<file path="src/rtl/pipe_hazard_ctrl.sv">
`default_nettype none
// ============================================================================
//  Module      : pipe_hazard_ctrl
//  Description : Central stall/flush sequencer for the 5-stage pipeline.
//                Turns memory waits, load-use hazards and EX-stage branch
//                redirects into hold/bubble controls for the pipeline
//                registers. A redirect raised while a fetch is in flight is
//                parked until that fetch returns; its stale response is then
//                dropped and the redirect is applied.
//  Revision    : 1.0  initial release
// ============================================================================
module pipe_hazard_ctrl #(
    parameter logic [63:0] RESET_PC = 64'h8000_0000,
    parameter int          CNT_W    = 32
) (
    input  logic             clk,
    input  logic             reset,
    input  logic             Iwait,
    input  logic             Dwait,
    input  logic             branch_taken_e,
    input  logic [63:0]      redirect_pc_e,
    input  logic             ld_e,
    input  logic [4:0]       dst_e,
    input  logic [4:0]       rs1_d,
    input  logic [4:0]       rs2_d,
    input  logic             use_rs1_d,
    input  logic             use_rs2_d,
    output logic             stall_f,
    output logic             stall_d,
    output logic             stall_e,
    output logic             stall_m,
    output logic             flush_d,
    output logic             flush_e,
    output logic             pc_sel,
    output logic [63:0]      redirect_pc,
    output logic             drop_ifetch,
    output logic [CNT_W-1:0] stall_cycles
);

    localparam logic [1:0] c_ST_RUN    = 2'd0;
    localparam logic [1:0] c_ST_RWAIT  = 2'd1;
    localparam logic [1:0] c_ST_RISSUE = 2'd2;

    localparam logic [CNT_W-1:0] c_CNT_MAX = {CNT_W{1'b1}};

    logic [1:0]       state_q, state_d;
    logic [63:0]      pend_pc_q, pend_pc_d;
    logic [CNT_W-1:0] cnt_q;
    logic             w_load_use;

    // Load in EX feeding a register that ID actually reads; x0 never hazards.
    assign w_load_use = ld_e && (dst_e != 5'd0) &&
                        ((use_rs1_d && (rs1_d == dst_e)) ||
                         (use_rs2_d && (rs2_d == dst_e)));

    // State register, parked redirect target and saturating stall counter.
    always_ff @(posedge clk) begin
        if (reset) begin
            state_q   <= c_ST_RUN;
            pend_pc_q <= RESET_PC;
            cnt_q     <= '0;
        end else begin
            state_q   <= state_d;
            pend_pc_q <= pend_pc_d;
            if (stall_f && (cnt_q != c_CNT_MAX)) begin
                cnt_q <= cnt_q + 1'b1;
            end
        end
    end

    // Next-state: park a redirect behind an in-flight fetch, then issue it.
    always_comb begin
        state_d   = state_q;
        pend_pc_d = pend_pc_q;
        case (state_q)
            c_ST_RUN: begin
                // Dwait holds EX, so the branch is re-presented later.
                if (!Dwait && branch_taken_e && Iwait) begin
                    state_d   = c_ST_RWAIT;
                    pend_pc_d = redirect_pc_e;
                end
            end
            c_ST_RWAIT: begin
                if (!Iwait) begin
                    state_d = c_ST_RISSUE;
                end
            end
            c_ST_RISSUE: begin
                if (!Dwait) begin
                    state_d = c_ST_RUN;
                end
            end
            default: begin
                state_d = c_ST_RUN;
            end
        endcase
    end

    // Output decode: stall/flush/redirect controls from state and inputs.
    always_comb begin
        stall_f     = 1'b0;
        stall_d     = 1'b0;
        stall_e     = 1'b0;
        stall_m     = 1'b0;
        flush_d     = 1'b0;
        flush_e     = 1'b0;
        pc_sel      = 1'b0;
        drop_ifetch = 1'b0;
        redirect_pc = pend_pc_q;
        if (reset) begin
            flush_d = 1'b1;
            flush_e = 1'b1;
        end else begin
            case (state_q)
                c_ST_RUN: begin
                    if (Dwait) begin
                        stall_f = 1'b1;
                        stall_d = 1'b1;
                        stall_e = 1'b1;
                        stall_m = 1'b1;
                    end else if (branch_taken_e) begin
                        // Branch wins over load-use: the dependent op is flushed.
                        flush_d = 1'b1;
                        flush_e = 1'b1;
                        if (Iwait) begin
                            stall_f = 1'b1;
                        end else begin
                            pc_sel      = 1'b1;
                            redirect_pc = redirect_pc_e;
                        end
                    end else if (w_load_use || Iwait) begin
                        stall_f = 1'b1;
                        stall_d = 1'b1;
                        flush_e = 1'b1;
                    end
                end
                c_ST_RWAIT: begin
                    stall_f     = 1'b1;
                    flush_d     = 1'b1;
                    drop_ifetch = !Iwait;
                    stall_d     = Dwait;
                    stall_e     = Dwait;
                    stall_m     = Dwait;
                end
                c_ST_RISSUE: begin
                    // stall_f stays low so the PC accepts the redirect.
                    pc_sel  = 1'b1;
                    flush_d = 1'b1;
                    stall_d = Dwait;
                    stall_e = Dwait;
                    stall_m = Dwait;
                end
                default: begin
                    flush_d = 1'b1;
                    flush_e = 1'b1;
                end
            endcase
        end
    end

    assign stall_cycles = cnt_q;

endmodule
`default_nettype wire

</file>
<file path="config.mk">
export PLATFORM = sky130hd
export DESIGN_NAME = pipe_hazard_ctrl
export DESIGN_NICKNAME = d
export VERILOG_FILES = /design/src/rtl/pipe_hazard_ctrl.sv
export SDC_FILE = /design/constraint.sdc
export NUM_CORES = 1
export LEC_CHECK = 0
export BUFFER_PORTS_ARGS = -buffer_cell sky130_fd_sc_hd__buf_2
export CAP_MARGIN = 25
export CORE_MARGIN = 2
export CORE_UTILIZATION = 39
export CTS_BUF_LIST = sky130_fd_sc_hd__clkbuf_2
export CTS_CLUSTER_DIAMETER = 80
export DETAILED_ROUTE_END_ITERATION = 16
export PLACE_DENSITY = 0.68
export SYNTH_ARGS = -nofsm -noshare
export SYNTH_HDL_FRONTEND = slang
export SYNTH_SLANG_ARGS = --single-unit
</file>
<file path="constraint.sdc">
create_clock -name clk -period 2.4 [get_ports clk]
set_clock_uncertainty 0.05 [all_clocks]
set_input_delay 0.24 -clock clk [delete_from_list [all_inputs] [get_ports clk]]
set_output_delay 0.24 -clock clk [all_outputs]
set_load 0.005 [all_outputs]
</file>
; Yosys cells after proc, flatten, opt, wreduce, memory -nomap -nowiden
; Index checks and enable logic that the tools add are counted.
[totals]
ff_bits = 98
in_bits = 87
out_inout_bits = 104
wordCells = 65
[classes]
addsub = 1
eq_ne = 8
mux = 37
n_reduce_logical = 16
[op_table]
columns = operator, count
row1 = 64-bit two-way mux, 5
row2 = 32-bit by 1-bit adder with 32-bit output (second input constant), 1
row3 = 32-bit inequality test (second input constant), 1
row4 = 1-bit two-way mux, 23
row5 = 5-bit == test, 2
row6 = 1-bit case mux with 2 select lines, 5
row7 = 1-bit logical AND, 7
row8 = 2-bit two-way mux, 3
row9 = 2-bit inequality test (second input constant), 3
row10 = 2-bit case mux with 3 select lines, 1
row11 = 5-bit nonzero test, 1
row12 = 3-bit AND reduction, 1
row13 = 2-bit by 1-bit == test with 1-bit output (second input constant), 1
row14 = 2-bit == test (second input constant), 1
row15 = 1-bit zero test, 2
row16 = 2-bit zero test, 1
row17 = 1-bit logical OR, 2
row18 = 2-bit AND reduction, 1
row19 = 2-bit OR reduction, 1

; Depth between registers and ports, before layout
[logic_depth]
ltp_word = 11
ltp_mapped = 11
ltp_nobuf = 8

; Worst setup path after synthesis
; Ideal clock, no wire load.
[synth_timing]
path_type = flip-flop to flip-flop
startpoint = register state_q[0]
endpoint = register cnt_q[15] (netlist: stall_cycles[15])
setup_ns = 0.123
arrival_ns = 2.052
required_ns = 2.227
path_slack_ns = 0.175
stages_incl_launch_ff = 11
n_path_buf = 2
period_less_slack_ns = 2.225
path_cell_list = dfxtp_1 > inv_1 > ha_1 > buf_4 > nor3b_2 > o211ai_2 > a32oi_2 > nand2_2 > buf_4 > nor4_1 > mux2_1
[synth_between]
elab_chain_cells = 4
word_cells_on_any_way = 5
classes_between = 1 x eq/ne / 2 x mux / 2 x reduce/logical
[synth_lines]
columns = item, line_no
row1 = from (decl), 46  ; logic [1:0] state_q, state_d;
row2 = from (signal assigned), 59  ; state_q <= c_ST_RUN;
row3 = from (signal assigned), 63  ; state_q <= state_d;
row4 = 2-bit by 1-bit == test with 1-bit output or 2-bit zero test (tied branches), 114  ; case (state_q)
row5 = 1-bit case mux with 2 select lines (*), 114
row6 = 1-bit two-way mux (*), 110  ; if (reset) begin
row7 = 1-bit logical AND (*), 65  ; if (stall_f && (cnt_q != c_CNT_MAX)) begin
row8 = to (signal assigned), 66  ; cnt_q <= cnt_q + 1'b1;
row9 = to (decl), 48  ; logic [CNT_W-1:0] cnt_q;
; Every way passes the cells marked *; elsewhere a longest branch is shown, timed or not.
; A chain may end at the register's enable or synchronous reset.

; Worst setup path after layout
[layout_timing]
startpoint = register state_q[1]
endpoint = output port redirect_pc[29]
[layout_between]
elab_chain_cells = 3
[layout_lines]
columns = item, line_no
row1 = 2-bit zero test, 114
row2 = 64-bit two-way mux, 114
row3 = 64-bit two-way mux, 110
row4 = to (decl), 35  ; output logic [63:0] redirect_pc,
; Every way passes these cells.

==> flow_summary_export.csv <==
group,metric,value,unit
placed_design,post-place-ws,70.7,ps
sta,finalMaxSlewViolations,0,
route,wl_met2,8940,µm
route,drtAntennaViolNets,0,
layout,mostFrequentLayoutCells,"nand2_1, buf_2, dfxtp_1",
clock_network,clockBufferDepth,2,
flow_run,maxCapViolations,0,
grt,grt_max_degree,61,
layout,fin_area,8080,µm²
layout,final_core_util,64.0,%
route,drtPass1Iterations,5,
sta,worstMarginPinSlew,655,ps
sta,fin_crit,2730,ps
layout,instances_no_fill,1055,
placed_design,placed_cells,950,
synthesis,syn_area_per_cell,8.39,µm²
critical_path,cp_slowest_stage_delay,390,ps
grt,grt_overflow,0,
die,die-area,13800,µm²
route,routed.top_layer,"met4",
sta,period_share,114,%
die,initial_core_util,39.9,%
placed_design,numPortBuffers,190,
layout,nets,969,
synthesis,async_flop_share,0,%
layout,final_common_cell,"nand2_1",
sta,setup_slack,-331,ps
critical_path,rrSetupSlack,0,ps
die,core,12600,µm²
pwr,powerDensity,501,nW/µm²
clock_network,clkTransAtPathRegs,290,ps
critical_path,crit_arrival,2440,ps
layout,drive_gt1_share,38.8,%
sta,fmax,366,MHz
sta,slew_headroom,56.3,%
critical_path,reg2reg_to,"stall_cycles[29]",
hold_path,hold_path_class,"in2reg",
sta,rsz0062_at_grt,"true",
synthesis,postSynthCellCount,600,
pwr,leakagePower,0.00338,µW
layout,syn_to_final_growth,60.6,%
critical_path,crit_end,"redirect_pc[29]",
clock_network,cts_buffers,9,
critical_path,crit_cells,10,
die,die_w,118,µm
critical_path,crit_buf_inv,6,
synthesis,ys_seq_elements,98,
die,die_h,118,µm
clock_network,htreeDepth,3,
critical_path,worstPathRequired,2110,ps
clock_network,clkLatencyLatePin,620,ps
synthesis,synthesis.nets,692,
critical_path,crit_top_cell,"buf_6",
critical_path,worstSetupEndpointType,"primary output",
critical_path,ff2ff_path_depth,9,
route,drt-total-wl,18400,µm
synthesis,ys.warnings.count,0,
die,ios,191,
run_status,violations,"negative setup slack",
synthesis,synth_edf_count,0,
critical_path,crit_family,"buffers and inverters",
clock_network,cts-root-buf,"clkbuf_2",
synthesis,synth_cell_type_count,50,
route,wl_met3,1390,µm
sta,hold_violations,0,
route,drt_iter0_drc,430,
route,drc,0,
grt,track_usage,23.3,%
clock_network,cts_tree,"yes",
critical_path,cp-start-kind,"flip-flop",
run_status,status,"finished with violations",
sta,setup_viol,67,
grt,grt_pass1_vias,5265,
placed_design,dpl.hpwl,9650,µm
critical_path,path_cells,"inv_2 -> ha_4 -> buf_6 -> nand2_4 -> nor3_4 -> buf_6 -> buf_12 -> buf_12 -> mux2_4 -> buf_6",
route,vias,5710,
synthesis,yosysSeqAreaShare,39.0,%
critical_path,worst_path_max_delay_cell,"dfxtp_2",
placed_design,place_congestion,0.834,
critical_path,path_max_fanout,11,
route,drt-met1-wl,7290,µm
critical_path,worstSetupStartpoint,"state_q[1]",
critical_path,regToRegStartpoint,"state_q[0]",
die,rows,41,
clock_network,cts.sinks,98,
grt,grt_pass1_wl,26400,µm
pwr,ir_worst_vdd,0.286,mV
pwr,total_power,4050,µW
route,wire_per_inst,17.4,µm
route,via_per_inst,5.41,
grt,antenna_found_initial,1,
critical_path,critPathKind,"reg2out",
synthesis,synth_top_flop_cell,"dfxtp_1",
synthesis,syn_area,5030,µm²
placed_design,place_area,6260,µm²
layout make-up:
type | instances | area [µm²]
inverter | 7 | 26.3
fill | 1003 | 4540
clock buffer | 9 | 45.0
multi-input combinational | 456 | 3150
tap | 172 | 215
antenna | 1 | 2.50
sequential | 98 | 1960
clock inverter | 7 | 75.1
timing repair buffer | 305 | 2600
through the flow:
stage          TNS (ps)  hold WS (ps)
2_1_floorplan         0           314
3_3_place_gp          0           394
3_5_place_dp          0           397
4_1_cts          -18840         0.551
5_1_grt          -27690          14.0
6_report         -19700          54.1
sequential cells by signal, indices dropped and copies added, names as in the netlist:
register	flops
stall_cycles	32
pend_pc_q	64
state_q	2
logic make-up after synthesis:
family / share of synthesized area, %
xor+xnor: 2.26
simple gates: 22.8
compound gates: 14.3
fa+ha+maj: 1.24
flops: 39.0
mux: 16.3
buf+inv: 4.15
metal layers:
| layer | vias to the layer above | global-route usage, % |
|---|---|---|
| met5 | - | 0 |
| met3 | 64 | 5.86 |
| met4 | 0 | 10.5 |
| met1 | 2691 | 28.2 |
| li1 | 2670 | - |
| met2 | 285 | 39.2 |
worst reg2reg max path: stages (launching register included):
cell     delay, ps
dfxtp_2        400
buf_4          100
buf_4          100
ha_1           210
o21ai_1        160
a32oi_2        250
nand2_2        220
buf_4          210
or4_1          500
a21oi_1        160
report_power, final:
| group | total, µW | internal, µW | switching [µW] |
|---|---|---|---|
| clock | 866 | 248 | 618 |
| combinational | 1420 | 781 | 639 |
| sequential | 1760 | 1720 | 48.0 |
synthesized netlist by cell type, drive strengths merged, types with 4 or more instances:
master / count / share of area [%]
buf: 19 / 2.1
clkbuf: 20 / 1.5
inv: 7 / 0.52
nand4: 11 / 1.6
or4: 8 / 1.2
a21oi: 79 / 7.9
nand3: 19 / 1.9
o211ai: 4 / 0.80
xnor2: 12 / 2.1
o311ai: 5 / 0.87
nor4: 7 / 0.87
dfxtp: 98 / 39
o41ai: 5 / 0.87
mux2: 71 / 16
o31ai: 6 / 0.99
nand2: 147 / 11
nor2: 19 / 1.4
nor2b: 7 / 0.87
ha: 5 / 1.2
or3: 10 / 1.4
o21ai: 10 / 0.99
nor3: 7 / 0.80
repair_timing:
action | 4_1_cts | 5_1_grt
setup endpoints to repair | 67 | 71
hold buffers | 65 | 0
setup buffers | 13 | 5
endpoints found under the hold margin | 65 | 0
gates resized for setup | 79 | 75
gates cloned | 6 | 2
pin swaps | 2 | 3
worst min path at each step:
| stage | endpoint | start | slack, ps | cells past startpoint |
|---|---|---|---|---|
| after floorplan | pend_pc_q[31] | redirect_pc_e[31] | 310 | 2 |
| after global placement | pend_pc_q[63] | pend_pc_q[63] | 390 | 2 |
| after detailed placement | pend_pc_q[12] | pend_pc_q[12] | 400 | 2 |
| after CTS | pend_pc_q[31] | reset | 0.6 | 4 |
| after global routing | pend_pc_q[31] | reset | 10 | 4 |
| final | pend_pc_q[31] | reset | 50 | 4 |
(Power assumes the default switching activity.)
